===== config.mk =====
export PLATFORM = sky130hd
export DESIGN_NAME = grant_queue_flat
export DESIGN_NICKNAME = d
export VERILOG_FILES = /design/src/rtl/grant_queue_if.sv /design/src/rtl/grant_queue.sv /design/src/flat_wrapper.sv
export SDC_FILE = /design/constraint.sdc
export NUM_CORES = 1
export LEC_CHECK = 0
export CAP_MARGIN = 30
export CORE_MARGIN = 2
export CORE_UTILIZATION = 38
export CTS_CLUSTER_DIAMETER = 150
export CTS_CLUSTER_SIZE = 10
export DETAILED_ROUTE_END_ITERATION = 10
export SKIP_LAST_GASP = 1
export SLEW_MARGIN = 10
export SYNTH_ARGS = -nofsm -noshare
export SYNTH_HDL_FRONTEND = slang
export SYNTH_SLANG_ARGS = --single-unit

===== constraint.sdc =====
create_clock -name clk -period 6.98 [get_ports clk]
set_input_delay 1.745 -clock clk [delete_from_list [all_inputs] [get_ports clk]]
set_output_delay 1.745 -clock clk [all_outputs]
set_load 0.01 [all_outputs]

===== src/rtl/grant_queue_if.sv =====
// grant_queue_if: arbiter grant input plus valid/ready consumer handshake for grant_queue
interface grant_queue_if;
  logic [2:0] gnt;
  logic       out_valid;
  logic       out_ready;
  logic [1:0] out_id;
  modport slave (input gnt, out_ready, output out_valid, out_id);
  modport master (output gnt, out_ready, input out_valid, out_id);
endinterface


===== src/rtl/grant_queue.sv =====
// grant_queue: queues one-hot arbiter grants as requester IDs in a show-ahead FIFO with saturating counters and sticky error flags
module grant_queue #(
  parameter int DEPTH = 4,
  parameter int CNT_W = 8
) (
  input  logic                   clk,
  input  logic                   rst,
  grant_queue_if.slave           bus,
  output logic [$clog2(DEPTH):0] level,
  output logic                   full,
  output logic [CNT_W-1:0]       gnt_cnt0,
  output logic [CNT_W-1:0]       gnt_cnt1,
  output logic [CNT_W-1:0]       gnt_cnt2,
  output logic                   overflow,
  output logic                   onehot_err
);
  localparam int AW = $clog2(DEPTH);
  logic [AW-1:0]    rd_q, rd_d, wr_q, wr_d;
  logic [AW:0]      level_q, level_d;
  logic             full_q, full_d, valid_q, valid_d, ovf_q, ovf_d, err_q, err_d;
  logic [1:0]       id_q, id_d, gid;
  logic [1:0]       mem_q [DEPTH];
  logic [1:0]       mem_d [DEPTH];
  logic [CNT_W-1:0] cnt_q [3];
  logic [CNT_W-1:0] cnt_d [3];
  logic             good, push, pop;
  always_comb begin
    good    = $onehot(bus.gnt);
    gid     = {bus.gnt[2], bus.gnt[1]};
    pop     = valid_q && bus.out_ready;
    push    = good && (!full_q || pop);
    rd_d    = pop ? rd_q + 1'b1 : rd_q;
    wr_d    = push ? wr_q + 1'b1 : wr_q;
    level_d = level_q + (AW+1)'(push) - (AW+1)'(pop);
    full_d  = level_d == (AW+1)'(DEPTH);
    valid_d = level_d != '0;
    mem_d   = mem_q;
    if (push) mem_d[wr_q] = gid;
    id_d    = valid_d ? mem_d[rd_d] : id_q;
    ovf_d   = ovf_q || (good && full_q && !pop);
    err_d   = err_q || (bus.gnt != '0 && !good);
    for (int i = 0; i < 3; i++)
      cnt_d[i] = (good && bus.gnt[i] && !(&cnt_q[i])) ? cnt_q[i] + 1'b1 : cnt_q[i];
  end
  always_ff @(posedge clk) begin
    if (rst) begin
      rd_q    <= '0;
      wr_q    <= '0;
      level_q <= '0;
      full_q  <= 1'b0;
      valid_q <= 1'b0;
      id_q    <= '0;
      ovf_q   <= 1'b0;
      err_q   <= 1'b0;
      cnt_q   <= '{default: '0};
    end else begin
      rd_q    <= rd_d;
      wr_q    <= wr_d;
      level_q <= level_d;
      full_q  <= full_d;
      valid_q <= valid_d;
      id_q    <= id_d;
      ovf_q   <= ovf_d;
      err_q   <= err_d;
      cnt_q   <= cnt_d;
    end
  end
  always_ff @(posedge clk) mem_q <= mem_d;
  assign bus.out_valid = valid_q;
  assign bus.out_id    = id_q;
  assign level         = level_q;
  assign full          = full_q;
  assign gnt_cnt0      = cnt_q[0];
  assign gnt_cnt1      = cnt_q[1];
  assign gnt_cnt2      = cnt_q[2];
  assign overflow      = ovf_q;
  assign onehot_err    = err_q;
endmodule


===== src/flat_wrapper.sv =====
// flat-port wrapper written by rule: the top's interface ports become plain ports
module grant_queue_flat 
#(
  parameter int DEPTH = 4,
  parameter int CNT_W = 8
)
  (clk, rst, level, full, gnt_cnt0, gnt_cnt1, gnt_cnt2, overflow, onehot_err, bus_gnt, bus_out_ready, bus_out_valid, bus_out_id);
  grant_queue_if bus_i ();
  input  logic clk;
  input  logic rst;
  output logic [$clog2(DEPTH):0] level;
  output logic full;
  output logic [CNT_W-1:0] gnt_cnt0;
  output logic [CNT_W-1:0] gnt_cnt1;
  output logic [CNT_W-1:0] gnt_cnt2;
  output logic overflow;
  output logic onehot_err;
  input wire logic [$bits(bus_i.gnt)-1:0] bus_gnt;
  input wire logic [$bits(bus_i.out_ready)-1:0] bus_out_ready;
  output wire logic [$bits(bus_i.out_valid)-1:0] bus_out_valid;
  output wire logic [$bits(bus_i.out_id)-1:0] bus_out_id;
  assign bus_i.gnt = bus_gnt;
  assign bus_i.out_ready = bus_out_ready;
  assign bus_out_valid = bus_i.out_valid;
  assign bus_out_id = bus_i.out_id;
  grant_queue #(.DEPTH(DEPTH), .CNT_W(CNT_W)) u_core (.clk(clk), .rst(rst), .bus(bus_i), .level(level), .full(full), .gnt_cnt0(gnt_cnt0), .gnt_cnt1(gnt_cnt1), .gnt_cnt2(gnt_cnt2), .overflow(overflow), .onehot_err(onehot_err));
endmodule

==> results.cfg, run 1 <==
[synth]
synthCells = 221
ys_seq_area_share_pct = 41.69
ys_types = 43
synth_ff_type = dfxtp_1
postSynth.asyncResetShare_pct = 0
syn_avg_cell_area_um2 = 9.777
synthesis.nets = 238
synth.ff_latch_count = 45
synth-edff-count = 0
yosys_warnings = 0
syn_area_um2 = 2161

[floorplanning]
initial_utilization_pct = 39.24
dieHeight_um = 79.41
core_area_um2 = 5507
rows = 27
fp.dieArea_um2 = 6306
dieWidth_um = 79.41
top_level_ports = 39

[setup_path]
cp_max_fo = 7
cp_slowest_stage_delay_ns = 0.57
crit_path_frequent_cell = fa_1
cp_top_family = simple AND/OR/NAND/NOR gates
arrival_ns = 5.06
rrSetupSlack_ns = 4.52
startpoint_type = input port
critPathBufInv = 2
crit_path_end_kind = flip-flop
worstSetupPathType = input port to flip-flop
critPathSlowestCell = clkdlybuf4s50_1
path_cells = clkdlybuf4s50_1 > inv_1 > fa_1 > and2b_1 > and2_1 > ha_1 > fa_1 > or3_1 > nor2_1 > a211oi_2
required_ns = 7.16

[clocking]
clk_pin_slew_ns = 0.08
hold_buffers = 0
cts_tree = built
cts-buffers-inserted = 5
cts_setup_buffers = 0
clock_latency_ns = 0.30
cts_sinks = 45
clockRootBuffer = clkbuf_8
htreeDepth = 2
cts_resized = 0
clk_path_buf_depth = 2

[timing]
rsz0062_at_grt = false
finalSetupViolCount = 0
slew-limit-headroom_pct = 70.76
skew_ns = 0.003578
max_freq_ghz = 0.2049
finalHoldViolCount = 0
fin_ws_ns = 2.100
finalWorstPathRequiredPeriod_ns = 4.880
tightest_slew_ns = 0.4386
slew_viol_final = 0
layout_worst_path_cycle_share_pct = 69.92
setup-tns-final_ns = 0

[cells_and_area]
nets = 277
layout-drive-gt1-share_pct = 9.195
fill_cells = 526
antenna-diode-count = 0
layout.cells.non_filler = 333
final_util_pct = 48.83
area_growth_pct = 24.44

[power_and_ir_drop]
p_per_area_nw_per_um2 = 273.5
leakage_uw = 0.001030
ir_drop_uv = 111.0

[global_route]
antenna_found_initial = 0
grt_pass1_vias = 1550
grt_use_total_pct = 14.21
grt_first_pass_wirelength_mm = 6.975
overflow = 0
grt_max_degree = 37

[drt]
drc_errors = 0
first_pass_iters = 4
viasPerCell = 4.793
postRouteAntennaNets = 0
vias = 1596
avgRoutedWirePerCell_um = 12.13
wirelength_mm = 4.038
drtIter0Drc = 54

[status]
status = finished clean

[place]
pre_cts_ws_ns = 1.799
numPortBuffers = 38
placedCellCount = 325
dp_hpwl_mm = 2.919
gp_congestion = 0.7637

[min_path]
worstHoldPathType = flip-flop to flip-flop

[run]
maxCapViolations = 0
-- through the flow --
step | power, µW | instance area [µm²] | hold slack (ns)
after global placement | 584.0 | 2603 | 0.4487
after CTS | 746.0 | 2689 | 0.4759
after floorplan | 513.0 | 2161 | 0.4393
after detailed placement | 585.0 | 2603 | 0.4598
final | 735.5 | 2689 | 0.4680
after global routing | 789.4 | 2689 | 0.4880
-- cell usage in the layout (no fill, tap or decap), drive strengths merged, types with 3 or more instances in the layout --
master and count:
a32oi 4, mux2 4, xor2 13, clkbuf 5
dfxtp 45, mux2i 4, and3 5, a21oi 3
xnor2 13, nand4 6, o21ai 7, clkdlybuf4s50 38
ha 9, nand3b 4, nor3 3, nand3 10
and2 6, nor2 32, nand2 8, or3 4
inv 11, nor2b 4
-- where the power goes --
part / internal, µW / switching [µW]
sequential: 300 / 27.0
clock: 69.1 / 88.6
combinational: 130 / 120
-- cell type report --
| cell class | instances | area [µm²] | area share (%) |
|---|---|---|---|
| clock buffer | 5 | 68.82 | 2.559 |
| multi-input combinational | 158 | 1182 | 43.97 |
| inverter | 11 | 41.29 | 1.536 |
| sequential | 45 | 900.9 | 33.50 |
| timing repair buffer | 39 | 387.9 | 14.43 |
| clock inverter | 3 | 17.52 | 0.6515 |
| tap | 72 | 90.09 | 3.350 |
-- final timing paths --
check,from,end,depth (start not counted)
worst min register to register,u_core.onehot_err,u_core.onehot_err,2
worst min-delay path,u_core.onehot_err,u_core.onehot_err,2
worst max register to register,u_core.bus.out_valid,u_core.bus.out_id[1],8
worst max-delay path,bus_gnt[1],u_core.bus.out_id[1],10
-- tightest hold or removal path, cell delays in order, from the launching register on --
cell	delay [ns]
dfxtp_1	0.33
inv_1	0.05
a21oi_1	0.05
-- metal layers --
layer  track usage [%]  wire length (µm)  vias up
met5                 0                 0        -
met4             6.724                88        0
met3             3.054               123        8
met2             22.20              1813       24
met1             18.66              2011      735
li1                  -                 -      829
-- kinds of logic (layout without fill, tap and decap cells) --
group           Yosys count  in the layout  share of synthesized area [%]
simple gates             88             88                          22.41
flops                    45             45                          41.69
xor+xnor                 26             26                          10.54
compound gates           25             25                          10.42
buf+inv                  18             58                          3.590
fa+ha+maj                11             11                          7.064
mux                       8              8                          4.285
-- sequential cells by signal, indices dropped and copies added, names as in the netlist --
name	flops
u_core.gnt_cnt2	8
u_core.gnt_cnt1	8
u_core.onehot_err	1
u_core.level	3
u_core.overflow	1
u_core.gnt_cnt0	8
u_core.full	1
u_core.mem_q	8
u_core.rd_q	2
u_core.bus.out_id	2
u_core.bus.out_valid	1
u_core.wr_q	2
-- synth_stat cells, drive strengths merged (3+ instances only) --
cell type,number,area share (%)
a21oi,3,0.69
a32oi,4,1.6
and2,6,1.7
and3,5,1.4
buf,5,1.3
dfxtp,45,42
ha,9,5.2
inv,11,1.9
mux2,4,2.4
mux2i,4,1.9
nand2,8,1.4
nand3,10,3.5
nand3b,4,2.0
nand4,6,1.7
nor2,32,5.6
nor2b,4,1.2
nor3,3,0.69
o21ai,7,1.6
or3,4,1.2
xnor2,13,5.3
xor2,13,5.3
No activity file was read; power rests on OpenSTA's default activity.
==> run 2: changes to the inputs <==
==> constraint.sdc (replaced) <==
create_clock -name clk -period 4.4 [get_ports clk]
set_input_delay 1.1 -clock clk [delete_from_list [all_inputs] [get_ports clk]]
set_output_delay 1.1 -clock clk [all_outputs]
set_load 0.01 [all_outputs]
==> run 2 against run 1 <==
Compared with the run above: via count grew 2.8%; sequential share of layout area shrank 1.1 points; clock skew grew 0.0033 ns; largest cell class unchanged; critical endpoint unchanged; count of clock-buffer cells in the layout grew 2.
==> results.cfg, run 2 (synthesis gave the netlist of run 1 again) <==
[setup_path]
startpoint_type = input port
crit_start = bus_gnt[1]
cp_max_fo = 5
crit_path_end_kind = flip-flop
worstSetupPathType = input port to flip-flop
required_ns = 4.56
r2r_start = u_core.bus.out_valid
arrival_ns = 4.08

[cells_and_area]
layout-drive-gt1-share_pct = 10.53
nets = 282
multi_input_area_um2 = 1182
ff_latch_area_um2 = 900.9
area_growth_pct = 28.49
final_common_cell = dfxtp_1
fill_cells = 525
antenna-diode-count = 0
mostFrequentLayoutCells = dfxtp_1, clkdlybuf4s50_1, nor2_1
final_util_pct = 50.42

[global_route]
use_met3_pct = 2.828
grt_use_total_pct = 14.54
met2_usage_pct = 23.39
grt_first_pass_wirelength_mm = 7.279
top_usage_layer = met2
use_met1_pct = 19.51
antenna_found_initial = 0
grt_max_degree = 22
overflow = 0
grt_pass1_vias = 1601

[clocking]
cts_tree = built
cts-buffers-inserted = 5
cts_setup_buffers = 0
cts_resized = 0
cts_sinks = 45
clock_latency_ns = 0.30
htreeDepth = 2
clockRootBuffer = clkbuf_8
clk_path_buf_depth = 2
clk_pin_slew_ns = 0.08
hold_buffers = 0

[drt]
vias = 1641
viasPerCell = 4.855
avgRoutedWirePerCell_um = 12.72
postRouteAntennaNets = 0
wirelength_mm = 4.299
drc_errors = 0
first_pass_iters = 4
drtIter0Drc = 59

[min_path]
hold_path_startpoint = u_core.onehot_err
worstHoldPathType = flip-flop to flip-flop

[timing]
slew_viol_final = 0
skew_ns = 0.006840
rsz0062_at_grt = false
finalHoldViolCount = 0
slew-limit-headroom_pct = 68.00
max_freq_ghz = 0.2554
tightest_slew_ns = 0.4786
finalSetupViolCount = 0
fin_ws_ns = 0.4848
whs_ns = 0.4688
finalWorstPathRequiredPeriod_ns = 3.915
setup-tns-final_ns = 0
layout_worst_path_cycle_share_pct = 88.98

[power_and_ir_drop]
ir_drop_uv = 175.7
leakage_uw = 0.001076
p_per_area_nw_per_um2 = 451.1

[place]
pre_cts_ws_ns = 0.1758
dp_hpwl_mm = 3.187
gp_congestion = 0.7897
numPortBuffers = 38

[status]
status = finished clean

[run]
maxCapViolations = 0

[floorplanning]
dieWidth_um = 79.41
rows = 27
initial_utilization_pct = 39.24
dieHeight_um = 79.41
fp.dieArea_um2 = 6306
core_area_um2 = 5507
top_level_ports = 39
-- run 2: routing by layer --
metal	vias up	wire length, µm
met5	-	0
met4	0	87
met3	9	128
met2	29	1950
met1	753	2133
li1	850	-
-- run 2: metrics by stage --
step | instances | cell area (µm²) | total power (µW)
6_report | 338 | 2776 | 1252
5_1_grt | 338 | 2776 | 1330
4_1_cts | 338 | 2776 | 1266
3_5_place_dp | 330 | 2660 | 942.4
3_3_place_gp | 329 | 2633 | 929.2
2_1_floorplan | 221 | 2161 | 813.8
-- run 2: critical path: stages --
cell             delay, ns
clkdlybuf4s50_1       0.50
inv_1                 0.09
fa_1                  0.59
and2b_1               0.20
and2_1                0.19
ha_1                  0.23
fa_1                  0.48
or3_1                 0.49
nor2_1                0.15
a211oi_2              0.06
-- run 2: power by group --
| group | leakage, µW | internal (µW) | total (µW) | switching (µW) |
|---|---|---|---|---|
| registers | 0.000367 | 476 | 517 | 41.0 |
| clock network | 0.0000585 | 185 | 323 | 138 |
| logic | 0.000651 | 213 | 412 | 198 |
-- run 2: final timing paths --
check / to / slack, ns / cells after the start
worst max-delay path: u_core.bus.out_id[1] / 0.48 / 10
worst min-delay path: u_core.onehot_err / 0.47 / 2
worst max register to register: u_core.bus.out_id[1] / 1.94 / 8
worst min register to register: u_core.onehot_err / 0.47 / 2
-- run 2: layout make-up --
class	count	share of cell area [%]
Multi-Input combinational cell	158	42.59
Inverter	11	1.487
Timing Repair Buffer	44	16.04
Sequential cell	45	32.45
Tap cell	72	3.245
Clock buffer	7	3.110
Clock inverter	1	1.082
